## src/rtl/arbitro_pkg.sv

```systemverilog
// Shared types and helpers for the round-robin FIFO-to-FIFO arbiter.
package arbitro_pkg;

    localparam int DEF_NUM_CH  = 4;
    localparam int DEF_DATA_W  = 12;
    localparam int DEF_QUANTUM = 4;
    localparam int DEF_CNT_W   = 16;
    localparam int WORD_MAX_W  = 64;

    typedef enum logic {
        IDLE  = 1'b0,
        SERVE = 1'b1
    } state_t;

    function automatic int clog2(input int value);
        int res;
        res = 0;
        for (int i = 0; i < 31; i++) begin
            if ((1 << i) < value) res = i + 1;
        end
        return res;
    endfunction

    // Destination lives in the top dest_w bits of a data_w-bit word.
    function automatic logic [31:0] dest_field(input logic [WORD_MAX_W-1:0] word,
                                               input int data_w,
                                               input int dest_w);
        logic [WORD_MAX_W-1:0] shifted;
        shifted = word >> (data_w - dest_w);
        return shifted[31:0] & ((32'd1 << dest_w) - 32'd1);
    endfunction

endpackage

```

## src/rtl/arbitro_rr_param_rr_pick.sv

```systemverilog
// Combinational round-robin search: first set request at or after start, wrapping.
module rr_pick #(
    parameter int NUM_CH = 4,
    parameter int IDX_W  = 2
) (
    input  logic [NUM_CH-1:0] req,
    input  logic [IDX_W-1:0]  start,
    output logic              found,
    output logic [IDX_W-1:0]  idx
);

    logic [IDX_W-1:0] cand;

    // NUM_CH is a power of two, so IDX_W-bit addition wraps naturally.
    always_comb begin
        found = 1'b0;
        idx   = start;
        cand  = '0;
        for (int k = 0; k < NUM_CH; k++) begin
            cand = start + IDX_W'(k);
            if (!found && req[cand]) begin
                found = 1'b1;
                idx   = cand;
            end
        end
    end

endmodule

```

## src/rtl/arbitro_rr_param.sv

```systemverilog
// Round-robin arbiter draining NUM_CH show-ahead FIFOs into NUM_CH output FIFOs.
// Optional statistics counters are built when ARB_STATS_EN is defined.
//
//   state | meaning
//   IDLE  | search for next non-empty channel after grant, no pop
//   SERVE | pop granted channel up to QUANTUM words, stall on almost_full
module arbitro_rr_param
    import arbitro_pkg::*;
#(
    parameter int NUM_CH  = DEF_NUM_CH,
    parameter int DATA_W  = DEF_DATA_W,
    parameter int DEST_W  = clog2(NUM_CH),
    parameter int QUANTUM = DEF_QUANTUM,
    parameter int CNT_W   = DEF_CNT_W
) (
    input  logic                       clk,
    input  logic                       reset,
    input  logic [NUM_CH*DATA_W-1:0]   in_data,
    input  logic [NUM_CH-1:0]          in_empty,
    output logic [NUM_CH-1:0]          in_pop,
    input  logic [NUM_CH-1:0]          out_almost_full,
    output logic [NUM_CH-1:0]          out_push,
    output logic [DATA_W-1:0]          out_data,
    output logic [clog2(NUM_CH)-1:0]   grant,
`ifdef ARB_STATS_EN
    output logic [NUM_CH*CNT_W-1:0]    stats_words,
    output logic [CNT_W-1:0]           stats_stall,
`endif
    output logic                       busy
);

    localparam int GW = clog2(NUM_CH);
    localparam int CW = clog2(QUANTUM + 1);

    state_t          state, state_nxt;
    logic [GW-1:0]   grant_nxt;
    logic [CW-1:0]   count, count_nxt;
    logic [DATA_W-1:0] head;
    logic [DEST_W-1:0] dest;
    logic            pop_en;
    logic            pick_found;
    logic [GW-1:0]   pick_idx;

    rr_pick #(
        .NUM_CH (NUM_CH),
        .IDX_W  (GW)
    ) u_rr_pick (
        .req    (~in_empty),
        .start  (grant + GW'(1)),
        .found  (pick_found),
        .idx    (pick_idx)
    );

    always_comb begin
        head   = in_data[grant*DATA_W +: DATA_W];
        dest   = DEST_W'(dest_field(WORD_MAX_W'(head), DATA_W, DEST_W));
        pop_en = (state == SERVE) && !in_empty[grant] && !out_almost_full[dest]
                 && (count < CW'(QUANTUM));
        in_pop = '0;
        if (pop_en) in_pop[grant] = 1'b1;
    end

    always_comb begin
        state_nxt = state;
        grant_nxt = grant;
        count_nxt = count;
        case (state)
            IDLE: begin
                if (pick_found) begin
                    grant_nxt = pick_idx;
                    count_nxt = '0;
                    state_nxt = SERVE;
                end
            end
            SERVE: begin
                if (pop_en) count_nxt = count + CW'(1);
                // Quantum is judged on the post-increment count, so both exit causes merge here.
                if (in_empty[grant] || (count_nxt == CW'(QUANTUM))) state_nxt = IDLE;
            end
            default: state_nxt = IDLE;
        endcase
    end

    always_ff @(posedge clk or negedge reset) begin
        if (!reset) begin
            state    <= IDLE;
            grant    <= GW'(NUM_CH - 1);
            count    <= '0;
            out_push <= '0;
            out_data <= '0;
        end else begin
            state    <= state_nxt;
            grant    <= grant_nxt;
            count    <= count_nxt;
            out_push <= '0;
            if (pop_en) begin
                out_push[dest] <= 1'b1;
                out_data       <= head;
            end
        end
    end

    assign busy = (state == SERVE);

`ifdef ARB_STATS_EN
    logic [NUM_CH-1:0][CNT_W-1:0] words_q;
    logic [CNT_W-1:0]             stall_q;
    logic                         stall_now;

    assign stall_now   = (state == SERVE) && !in_empty[grant] && out_almost_full[dest]
                         && (count < CW'(QUANTUM));
    assign stats_words = words_q;
    assign stats_stall = stall_q;

    always_ff @(posedge clk or negedge reset) begin
        if (!reset) begin
            words_q <= '0;
            stall_q <= '0;
        end else begin
            for (int i = 0; i < NUM_CH; i++) begin
                if (out_push[i] && (words_q[i] != '1)) words_q[i] <= words_q[i] + CNT_W'(1);
            end
            if (stall_now && (stall_q != '1)) stall_q <= stall_q + CNT_W'(1);
        end
    end
`endif

endmodule

```

## config.mk

```make
export PLATFORM = sky130hd
export DESIGN_NAME = arbitro_rr_param
export DESIGN_NICKNAME = d
export VERILOG_FILES = /design/src/rtl/arbitro_pkg.sv /design/src/rtl/arbitro_rr_param_rr_pick.sv /design/src/rtl/arbitro_rr_param.sv
export SDC_FILE = /design/constraint.sdc
export NUM_CORES = 1
export LEC_CHECK = 0
export ABC_AREA = 1
export CAP_MARGIN = 5
export CORE_MARGIN = 2
export CORE_UTILIZATION = 37
export CTS_BUF_LIST = sky130_fd_sc_hd__clkbuf_16
export CTS_CLUSTER_SIZE = 16
export DETAILED_ROUTE_END_ITERATION = 10
export PLACE_DENSITY = 0.87
export REMOVE_ABC_BUFFERS = 1
export SLEW_MARGIN = 40
export SYNTH_ARGS = -nofsm -noshare
export SYNTH_HDL_FRONTEND = slang
export SYNTH_SLANG_ARGS = --single-unit
```

## constraint.sdc

```tcl
create_clock -name clk -period 2.5 [get_ports clk]
set_clock_uncertainty 0.15 [all_clocks]
set_input_delay 0.5 -clock clk [delete_from_list [all_inputs] [get_ports clk]]
set_output_delay 0.5 -clock clk [all_outputs]
set_load 0.05 [all_outputs]
```

==> flow_summary.yaml, run 1 <==
yosys:
  synth_fa_ha_area_share_pct: 3.72
  synth_xor_xnor_area_share_pct: 1.49
  syn_area_per_cell_sq_um: 6.80
  synth_mux_area_share_pct: 0
  synth-compound-area-share_pct: 14.5
  ys_ff_latch: 22
  synth_cell_types: 32
  synth_top_family_by_area: "simple AND/OR/NAND/NOR gates"
  seq_area_frac_synth_pct: 32.9
  mappedNetlistArea_sq_um: 1680
  yosysWarnings: 0
  synth-simple-area-share_pct: 36.9
  synthesis.instances: 247
final_layout:
  final_common_cell: "clkdlybuf4s50_1"
  layout.cells.most_common_list: "clkdlybuf4s50_1 (74), nor2_1 (58), nand2_1 (33), buf_4 (32), inv_1 (24)"
  antenna_cells: 0
  regArea_sq_um: 553
  areaGrowthSynthToFinish_pct: 89.0
  n_fill_cell: 281
  fin_nets: 421
  drive_above_1_share_pct: 25.2
  multi_input_area_sq_um: 1160
place:
  place_ws_ps: -143
  io_buffers: 80
  hpwl_mm: 3.79
  globalplace.congestion: 0.787
critical_path:
  cp_data_required_time_ps: 1850
  crit_fanout: 7
  crit_type: "register to output port"
  start_kind: "register"
  worstPathArrival_ps: 2040
  end_kind: "output port"
  r2r_cells: 11
drt:
  viasPerCell: 5.34
  drt_iter0_drc: 124
  wl_per_cell_um: 16.8
  vias: 2186
  wl_mm: 6.85
  drtAntennaViolNets: 0
  drc_errors: 0
  first_pass_iters: 4
die:
  coreArea_sq_um: 4350
  die_area_sq_um: 5100
  die_x_um: 71.4
  ios: 81
  rows: 24
  start_util_pct: 38.6
  die_height_um: 71.4
worst_hold_path:
  worstHoldPathType: "register to register"
  min_path_cells: 2
cts:
  clock_sinks: 22
  htreeDepth: 1
  cts_tree: "done"
  cts-buffers-inserted: 3
  cts_buffer_depth: 2
  clock_latency_ps: 270
  path_clk_slew_ps: 70
  clock-root-buffer: "clkbuf_16"
global_route:
  grt_pass1_vias: 2113
  overflow: 0
  grt_max_degree: 24
  grt_pass1_wl_mm: 10.2
  track_usage_pct: 25.5
  antenna_found_initial: 0
power_and_ir_drop:
  irDropWorstVdd_v: 0.000730
  leakage_nw: 1.43
  p_per_area_nw_per_um2: 1540
timing:
  max_freq_mhz: 371
  setup_slack_ps: -192
  tightest_slew_ps: 539
  setup_viol: 8
  relSlewSlack_pct: 64.0
  period_share_pct: 108
  period_needed_ps: 2690
  timing.hold.ws_ps: 377
  hold_violations: 0
  drv_slew: 0
  grt_setup_unrepaired: "yes"
status:
  outcome: "complete, but fails checks"
  violations: "setup timing"
flow_run:
  max_cap_viol_count: 0
==> metrics by stage <==
step                      util [%]  power, mW  TNS [ps]  instances  area, sq um
after detailed placement      62.2       3.53     -1060        391         2710
after CTS                     69.3       4.39      -300        405         3020
final                         72.9       4.88     -1070        409         3180
after global placement        62.2       3.46      -459        391         2710
after global routing          72.9       5.16     -1600        409         3180
after floorplan                  -       2.45     -6210        236         1610
==> critical path, cell delays in order (launching register included) <==
cell     delay, ps
dfstp_2        600
buf_6          150
nand2_1        100
nand3_4        120
nand3_2        130
nand3_4        120
nand4_4        210
nor2_4         190
buf_12         150
==> registers in the layout, summed over array words and instances, names as in the netlist <==
signal    count
out_push      4
busy          1
out_data     12
grant         2
count         3
==> where the power goes <==
| part | total (mW) | switching [mW] | internal (mW) |
|---|---|---|---|
| clock network | 0.477 | 0.158 | 0.319 |
| registers | 0.638 | 0.109 | 0.529 |
| logic | 3.76 | 2.20 | 1.56 |
==> final cells by class <==
type	instances	share of cell area (%)
repair buffers	117	37.1
clock inverters	1	0.946
clock buffers	3	2.36
flip-flops and latches	22	17.4
well taps	52	2.05
inverters	28	3.55
multi-input cells	186	36.6
==> kinds of logic (layout without fill, tap and decap cells) <==
kind of cell,count (synthesis),count (layout)
AO/OA/AOI/OAI,42,42
XOR/XNOR,2,2
adder cells (fa/ha/maj),5,5
buffers and inverters,39,149
flip-flops,22,22
AND/OR/NAND/NOR,137,137
==> synth_stat cells, drive strengths merged <==
| cell | instances | share of area, % |
|---|---|---|
| nand3 | 18 | 6.3 |
| a31oi | 10 | 3.7 |
| dfrtp | 20 | 30 |
| nand2 | 46 | 11 |
| nand4 | 6 | 3.1 |
| dfstp | 2 | 3.1 |
| ha | 5 | 3.7 |
| nor2 | 63 | 14 |
| o211ai | 1 | 0.45 |
| inv | 28 | 6.4 |
| xor2 | 2 | 1.5 |
| a22oi | 1 | 0.45 |
| or2 | 2 | 0.89 |
| clkbuf | 6 | 1.3 |
| nand3b | 2 | 0.89 |
| buf | 5 | 2.8 |
| o22ai | 2 | 1.1 |
| o21ai | 28 | 8.8 |
==> metal layers <==
layer	part of all wire, %	GRT usage, %	up-vias
li1	-	-	1022
met1	38	29.4	1050
met2	52	46.2	91
met3	6.0	3.80	23
met4	3.7	11.5	0
met5	0	0	-
==> final timing paths <==
path	startpoint	end	slack, ps
setup / recovery	grant[0]$_DFFE_PN1P_	in_pop[0]	-190
hold / removal	out_data[10]$_DFFE_PN0P_	out_data[10]$_DFFE_PN0P_	380
setup reg to reg	grant[0]$_DFFE_PN1P_	count[0]$_DFFE_PN0P_	-160
hold reg to reg	out_data[10]$_DFFE_PN0P_	out_data[10]$_DFFE_PN0P_	380
max in group asynchronous	reset	grant[0]$_DFFE_PN1P_	1480
min in group asynchronous	reset	out_data[5]$_DFFE_PN0P_	440
==> repair_timing <==
action                                  CTS  global route
setup buffers                            10             4
cloned                                    1             0
gates resized for setup                  26            27
hold buffers                              0             0
endpoints found under the setup margin    4            11
pin swaps                                 9            11
No activity file was read; power rests on OpenSTA's default activity.
==> run 2: changes to the inputs <==
Clock period 2.5 ns to 2.15 ns, I/O delays scaled along.
==> run 2 against run 1 <==
  * The run still ends with setup timing left
  * Combinational power up 54%
  * Routed wire length up 42%
  * Final cell count up 4.4%
  * First-iteration DRC count rose to 3.1 times the previous value
  * Flip-flop and latch count unchanged
  * Hold slack better by 7.3 ps
  * Critical path type unchanged
  * Largest cell class unchanged
==> flow_summary.yaml, run 2 (synthesis results as in run 1) <==
status:
  outcome: "complete, but fails checks"
  violations: "setup timing"
global_route:
  grt_pass1_vias: 2416
  grt_max_degree: 23
  antenna_found_initial: 0
  overflow: 0
  track_usage_pct: 31.9
  grt_pass1_wl_mm: 12.6
cts:
  path_clk_slew_ps: 60
  clock_sinks: 22
  clock_latency_ps: 260
  clock-root-buffer: "clkbuf_16"
  cts_buffer_depth: 2
  cts-buffers-inserted: 3
  cts_tree: "done"
  htreeDepth: 1
timing:
  period_needed_ps: 2680
  setup_viol: 27
  drv_slew: 0
  max_freq_mhz: 373
  hold_violations: 0
  setup_slack_ps: -530
  relSlewSlack_pct: 56.8
  period_share_pct: 125
  fin_setup_tns_ps: -9860
  tightest_slew_ps: 647
  grt_setup_unrepaired: "yes"
drt:
  drtAntennaViolNets: 0
  viasPerCell: 6.14
  vias: 2620
  wl_mm: 9.70
  wl_per_cell_um: 22.7
  drc_errors: 0
  drt_iter0_drc: 389
  first_pass_iters: 5
critical_path:
  start_kind: "register"
  crit_fanout: 8
  r2r_start: "grant[0]$_DFFE_PN1P_"
  cp_common_cell: "inv_4"
  worstPathArrival_ps: 2100
  end_kind: "output port"
  rrSetupSlack_ps: -480
  r2r_cells: 14
  crit_type: "register to output port"
  cp_data_required_time_ps: 1570
  slowest_delay_ps: 630
  r2r-end: "out_data[0]$_DFFE_PN0P_"
  cp_slowest_cell: "dfstp_2"
  worstPathCellList: "inv_4 -> buf_8 -> nand2_2 -> nand3_2 -> nand2_4 -> inv_4 -> nand3_4 -> nand4_4 -> nor2_4 -> buf_12"
power_and_ir_drop:
  p_per_area_nw_per_um2: 1970
  leakage_nw: 1.58
  irDropWorstVdd_v: 0.000845
die:
  start_util_pct: 38.6
  rows: 24
  die_area_sq_um: 5100
  coreArea_sq_um: 4350
  die_height_um: 71.4
  die_x_um: 71.4
  ios: 81
place:
  globalplace.congestion: 0.826
  io_buffers: 80
  hpwl_mm: 3.96
  place_ws_ps: -351
final_layout:
  final_common_cell: "clkdlybuf4s50_1"
  reg_top3: "out_data x12, out_push x4, count x3"
  multi_input_area_sq_um: 1260
  fin_nets: 439
  regArea_sq_um: 553
  layout.cells.most_common_list: "clkdlybuf4s50_1 (72), nor2_1 (55), buf_4 (39), nand2_1 (28), inv_1 (24)"
  areaGrowthSynthToFinish_pct: 111
  antenna_cells: 0
  n_fill_cell: 212
  regMostFlops: "out_data"
  drive_above_1_share_pct: 33.1
  largest_reg_flops: 12
flow_run:
  max_cap_viol_count: 0
worst_hold_path:
  worstHoldPathType: "input port to asynchronous set/reset pin"
run 2: cell count changes in the layout (fill, tap and decap cells not counted), sizes merged:
| cell | previous run | this run |
|---|---|---|
| clkdlybuf4s50 | 74 | 72 |
| bufinv | 1 | 0 |
| dlymetal6s2s | 0 | 1 |
| clkinv | 0 | 1 |
| bufbuf | 1 | 2 |
| buf | 42 | 60 |
run 2: power breakdown:
part	internal (mW)	leakage, nW	switching (mW)
sequential	0.616	0.263	0.167
combinational	2.57	1.28	3.21
clock	0.249	0.0385	0.171
run 2: worst max path at each step:
| stage | from | endpoint | cells after the start |
|---|---|---|---|
| finish | grant[0]$_DFFE_PN1P_ | in_pop[0] | 10 |
| global route | grant[0]$_DFFE_PN1P_ | in_pop[0] | 9 |
| CTS | grant[0]$_DFFE_PN1P_ | in_pop[0] | 11 |
| detailed placement | in_empty[3] | in_pop[1] | 9 |
| global placement | in_empty[3] | in_pop[0] | 10 |
| floorplan | grant[0]$_DFFE_PN1P_ | in_pop[0] | 8 |
run 2: per-stage QoR:
| stage | hold WS [ps] | power [mW] | cells | util [%] | cell area (sq um) |
|---|---|---|---|---|---|
| after floorplan | -15.6 | 2.85 | 236 | - | 1610 |
| after global placement | 320 | 4.26 | 397 | 63.8 | 2780 |
| after detailed placement | 328 | 4.37 | 397 | 63.8 | 2780 |
| after CTS | 342 | 5.96 | 416 | 76.8 | 3340 |
| after global routing | 406 | 7.23 | 427 | 81.3 | 3540 |
| final | 384 | 6.98 | 427 | 81.3 | 3540 |
run 2: area by class of cell:
cell class | instances | area share [%]
well taps | 52 | 1.84
multi-input cells | 186 | 35.5
repair buffers | 135 | 41.5
inverters | 28 | 3.32
flip-flops and latches | 22 | 15.6
clock inverters | 1 | 0.106
clock buffers | 3 | 2.12
run 2: per-layer routing:
metal	vias to the layer above	global-route usage [%]	routed length, um
li1	1055	-	-
met1	1200	37.9	3360
met2	275	56.2	4510
met3	90	3.80	996
met4	0	16.8	837
met5	-	0	0
run 2: critical path: cells and delay by family, from the launching register on:
| kind | cells | cell delay (ps) |
|---|---|---|
| buf+inv | 4 | 430 |
| simple gates | 6 | 770 |
| flops | 1 | 630 |
run 2: what timing repair did:
action,in CTS,in global routing
pin swaps,12,13
setup buffers,10,13
gates resized for setup,59,24
hold buffers,0,0
setup endpoints to repair,25,28
gates cloned,5,0
==> run 3: changes to the inputs <==
Settings changed: GPL_TIMING_DRIVEN from default to 0, RECOVER_POWER from default to 50, SLEW_MARGIN 40 to 5.
==> run 3 against run 2 <==
  * The run still ends with setup timing left
  * Core utilization shrank 6.1 points
  * Design area is 7.5% lower
  * Worst setup slack got worse by 2.7 ps
  * Flip-flop and latch count unchanged
  * Global-route usage fell by 3.4 points
  * Combinational power down 13%
  * First-iteration DRC count down 35%
  * Highest routed layer unchanged
==> flow_summary.yaml, run 3 (synthesis results as in run 1) <==
cts:
  cts_tree: "done"
  cts-buffers-inserted: 3
  clock_latency_ps: 260
  htreeDepth: 1
  cts_buffer_depth: 2
  hold_buffers: 0
  clock_sinks: 22
  path_clk_slew_ps: 60
  clock-root-buffer: "clkbuf_16"
place:
  io_buffers: 80
  place_inst: 368
  hpwl_mm: 3.41
  place_ws_ps: -1490
  globalplace.congestion: 0.781
critical_path:
  cp_common_cell: "buf_8"
  crit_type: "register to output port"
  crit_fanout: 7
  cp_num_buf_inv: 2
  end_kind: "output port"
  worstPathArrival_ps: 2100
  start_kind: "register"
  cp_data_required_time_ps: 1570
  worstPathCellList: "buf_8 -> nand2_2 -> nand3_4 -> nand2_4 -> nand3_2 -> nand4_4 -> nor2_4 -> buf_8"
  slowest_delay_ps: 730
  cp_slowest_cell: "dfstp_4"
  critical_path.top_delay_family: "simple AND/OR/NAND/NOR gates"
timing:
  setup_viol: 25
  tightest_slew_ps: 1110
  period_needed_ps: 2680
  max_freq_mhz: 373
  drv_slew: 0
  hold_violations: 0
  relSlewSlack_pct: 26.0
  grt_setup_unrepaired: "yes"
  setup_slack_ps: -533
  period_share_pct: 125
final_layout:
  regArea_sq_um: 561
  layout.cells.most_common_list: "clkdlybuf4s50_1 (72), nor2_1 (51), buf_4 (29), nand2_1 (26), inv_1 (23)"
  fin_nets: 431
  final_util_pct: 75.2
  final_common_cell: "clkdlybuf4s50_1"
  multi_input_area_sq_um: 1200
  n_fill_cell: 264
  drive_above_1_share_pct: 33.1
  regMostFlops: "out_data"
  areaGrowthSynthToFinish_pct: 94.9
  largest_reg_flops: 12
  reg_top3: "out_data x12, out_push x4, count x3"
  antenna_cells: 0
  layout.cells.non_filler: 418
power_and_ir_drop:
  p_per_area_nw_per_um2: 1920
  combPwrFrac_pct: 80.4
  p_clk_share_pct: 6.5
  seqPwrFrac_pct: 13.1
  power_switching_share_pct: 53.8
  p_int_mw: 2.90
  irDropWorstVdd_v: 0.000845
  total_power_mw: 6.28
  leakage_nw: 1.47
  p_switching_mw: 3.38
drt:
  wl_mm: 9.18
  wl_met2_mm: 4.56
  met3WireLength_um: 866
  wl_met1_mm: 3.09
  first_pass_iters: 7
  viasPerCell: 6.15
  vias: 2569
  drc_errors: 0
  dr.max_layer_used: "met4"
  drtAntennaViolNets: 0
  wl_per_cell_um: 22.0
  drt_iter0_drc: 251
die:
  rows: 24
  die_x_um: 71.4
  ios: 81
  die_area_sq_um: 5100
  coreArea_sq_um: 4350
  start_util_pct: 38.6
  die_height_um: 71.4
global_route:
  overflow: 0
  track_usage_pct: 28.5
  antenna_found_initial: 0
  grt_max_degree: 23
  grt_pass1_vias: 2302
  grt_pass1_wl_mm: 11.3
flow_run:
  max_cap_viol_count: 0
status:
  outcome: "complete, but fails checks"
  violations: "setup timing"
worst_hold_path:
  worstHoldPathType: "register to register"
-- run 3: per-stage QoR --
step / TNS (ps) / hold slack [ps] / instance area [sq um]
2_1_floorplan: -14770 / -15.6 / 1610
4_1_cts: -2640 / 339 / 3040
5_1_grt: -8680 / 390 / 3270
6_report: -7450 / 392 / 3270
3_3_place_gp: -21920 / 320 / 2480
3_5_place_dp: -22850 / 323 / 2480
-- run 3: routing by layer --
metal  global-route usage [%]  vias to the layer above
li1                         -                     1044
met1                     32.2                     1228
met2                     50.5                      217
met3                     5.20                       80
met4                     15.5                        0
met5                        0                        -
-- run 3: repair_timing --
item	CTS	global route
gates cloned	1	2
endpoints found under the setup margin	28	27
pin swaps	16	19
setup buffers	37	10
resized for setup	94	39
-- run 3: final timing paths --
kind                                     startpoint                  endpoint  depth (start not counted)  slack, ps
max                            grant[0]$_DFFE_PN1P_                 in_pop[3]                          8       -530
min                        out_data[10]$_DFFE_PN0P_  out_data[10]$_DFFE_PN0P_                          2        390
max reg2reg                    grant[0]$_DFFE_PN1P_      count[0]$_DFFE_PN0P_                         10       -470
min reg2reg                out_data[10]$_DFFE_PN0P_  out_data[10]$_DFFE_PN0P_                          2        390
max in group asynchronous                     reset      count[0]$_DFFE_PN0P_                          1        510
min in group asynchronous                     reset   out_data[1]$_DFFE_PN0P_                          1        670
-- run 3: final cells by class --
cell class	instances	share of cell area (%)
Inverter	28	4.20
Tap cell	52	1.99
Timing Repair Buffer	124	37.0
Clock buffer	3	2.29
Sequential cell	22	17.1
Multi-Input combinational cell	186	36.5
Timing Repair inverter	3	0.879
-- run 3: worst reg2reg max path, cell delays in order (launching register included) --
cell	delay (ps)
dfstp_4	730
inv_12	70
buf_4	150
ha_4	310
buf_4	140
nand2_1	90
o21ai_4	120
nand3_2	140
or2_4	260
or2_4	250
o22ai_2	140
-- run 3: power groups by stage --
stage | Clock (mW) | Combinational, mW | Sequential [mW]
floorplan | 0 | 1.47 | 1.39
global placement | 0 | 2.73 | 0.875
detailed placement | 0 | 2.78 | 0.884
CTS | 0.395 | 3.94 | 0.761
global route | 0.428 | 5.28 | 0.830
finish | 0.409 | 5.04 | 0.823
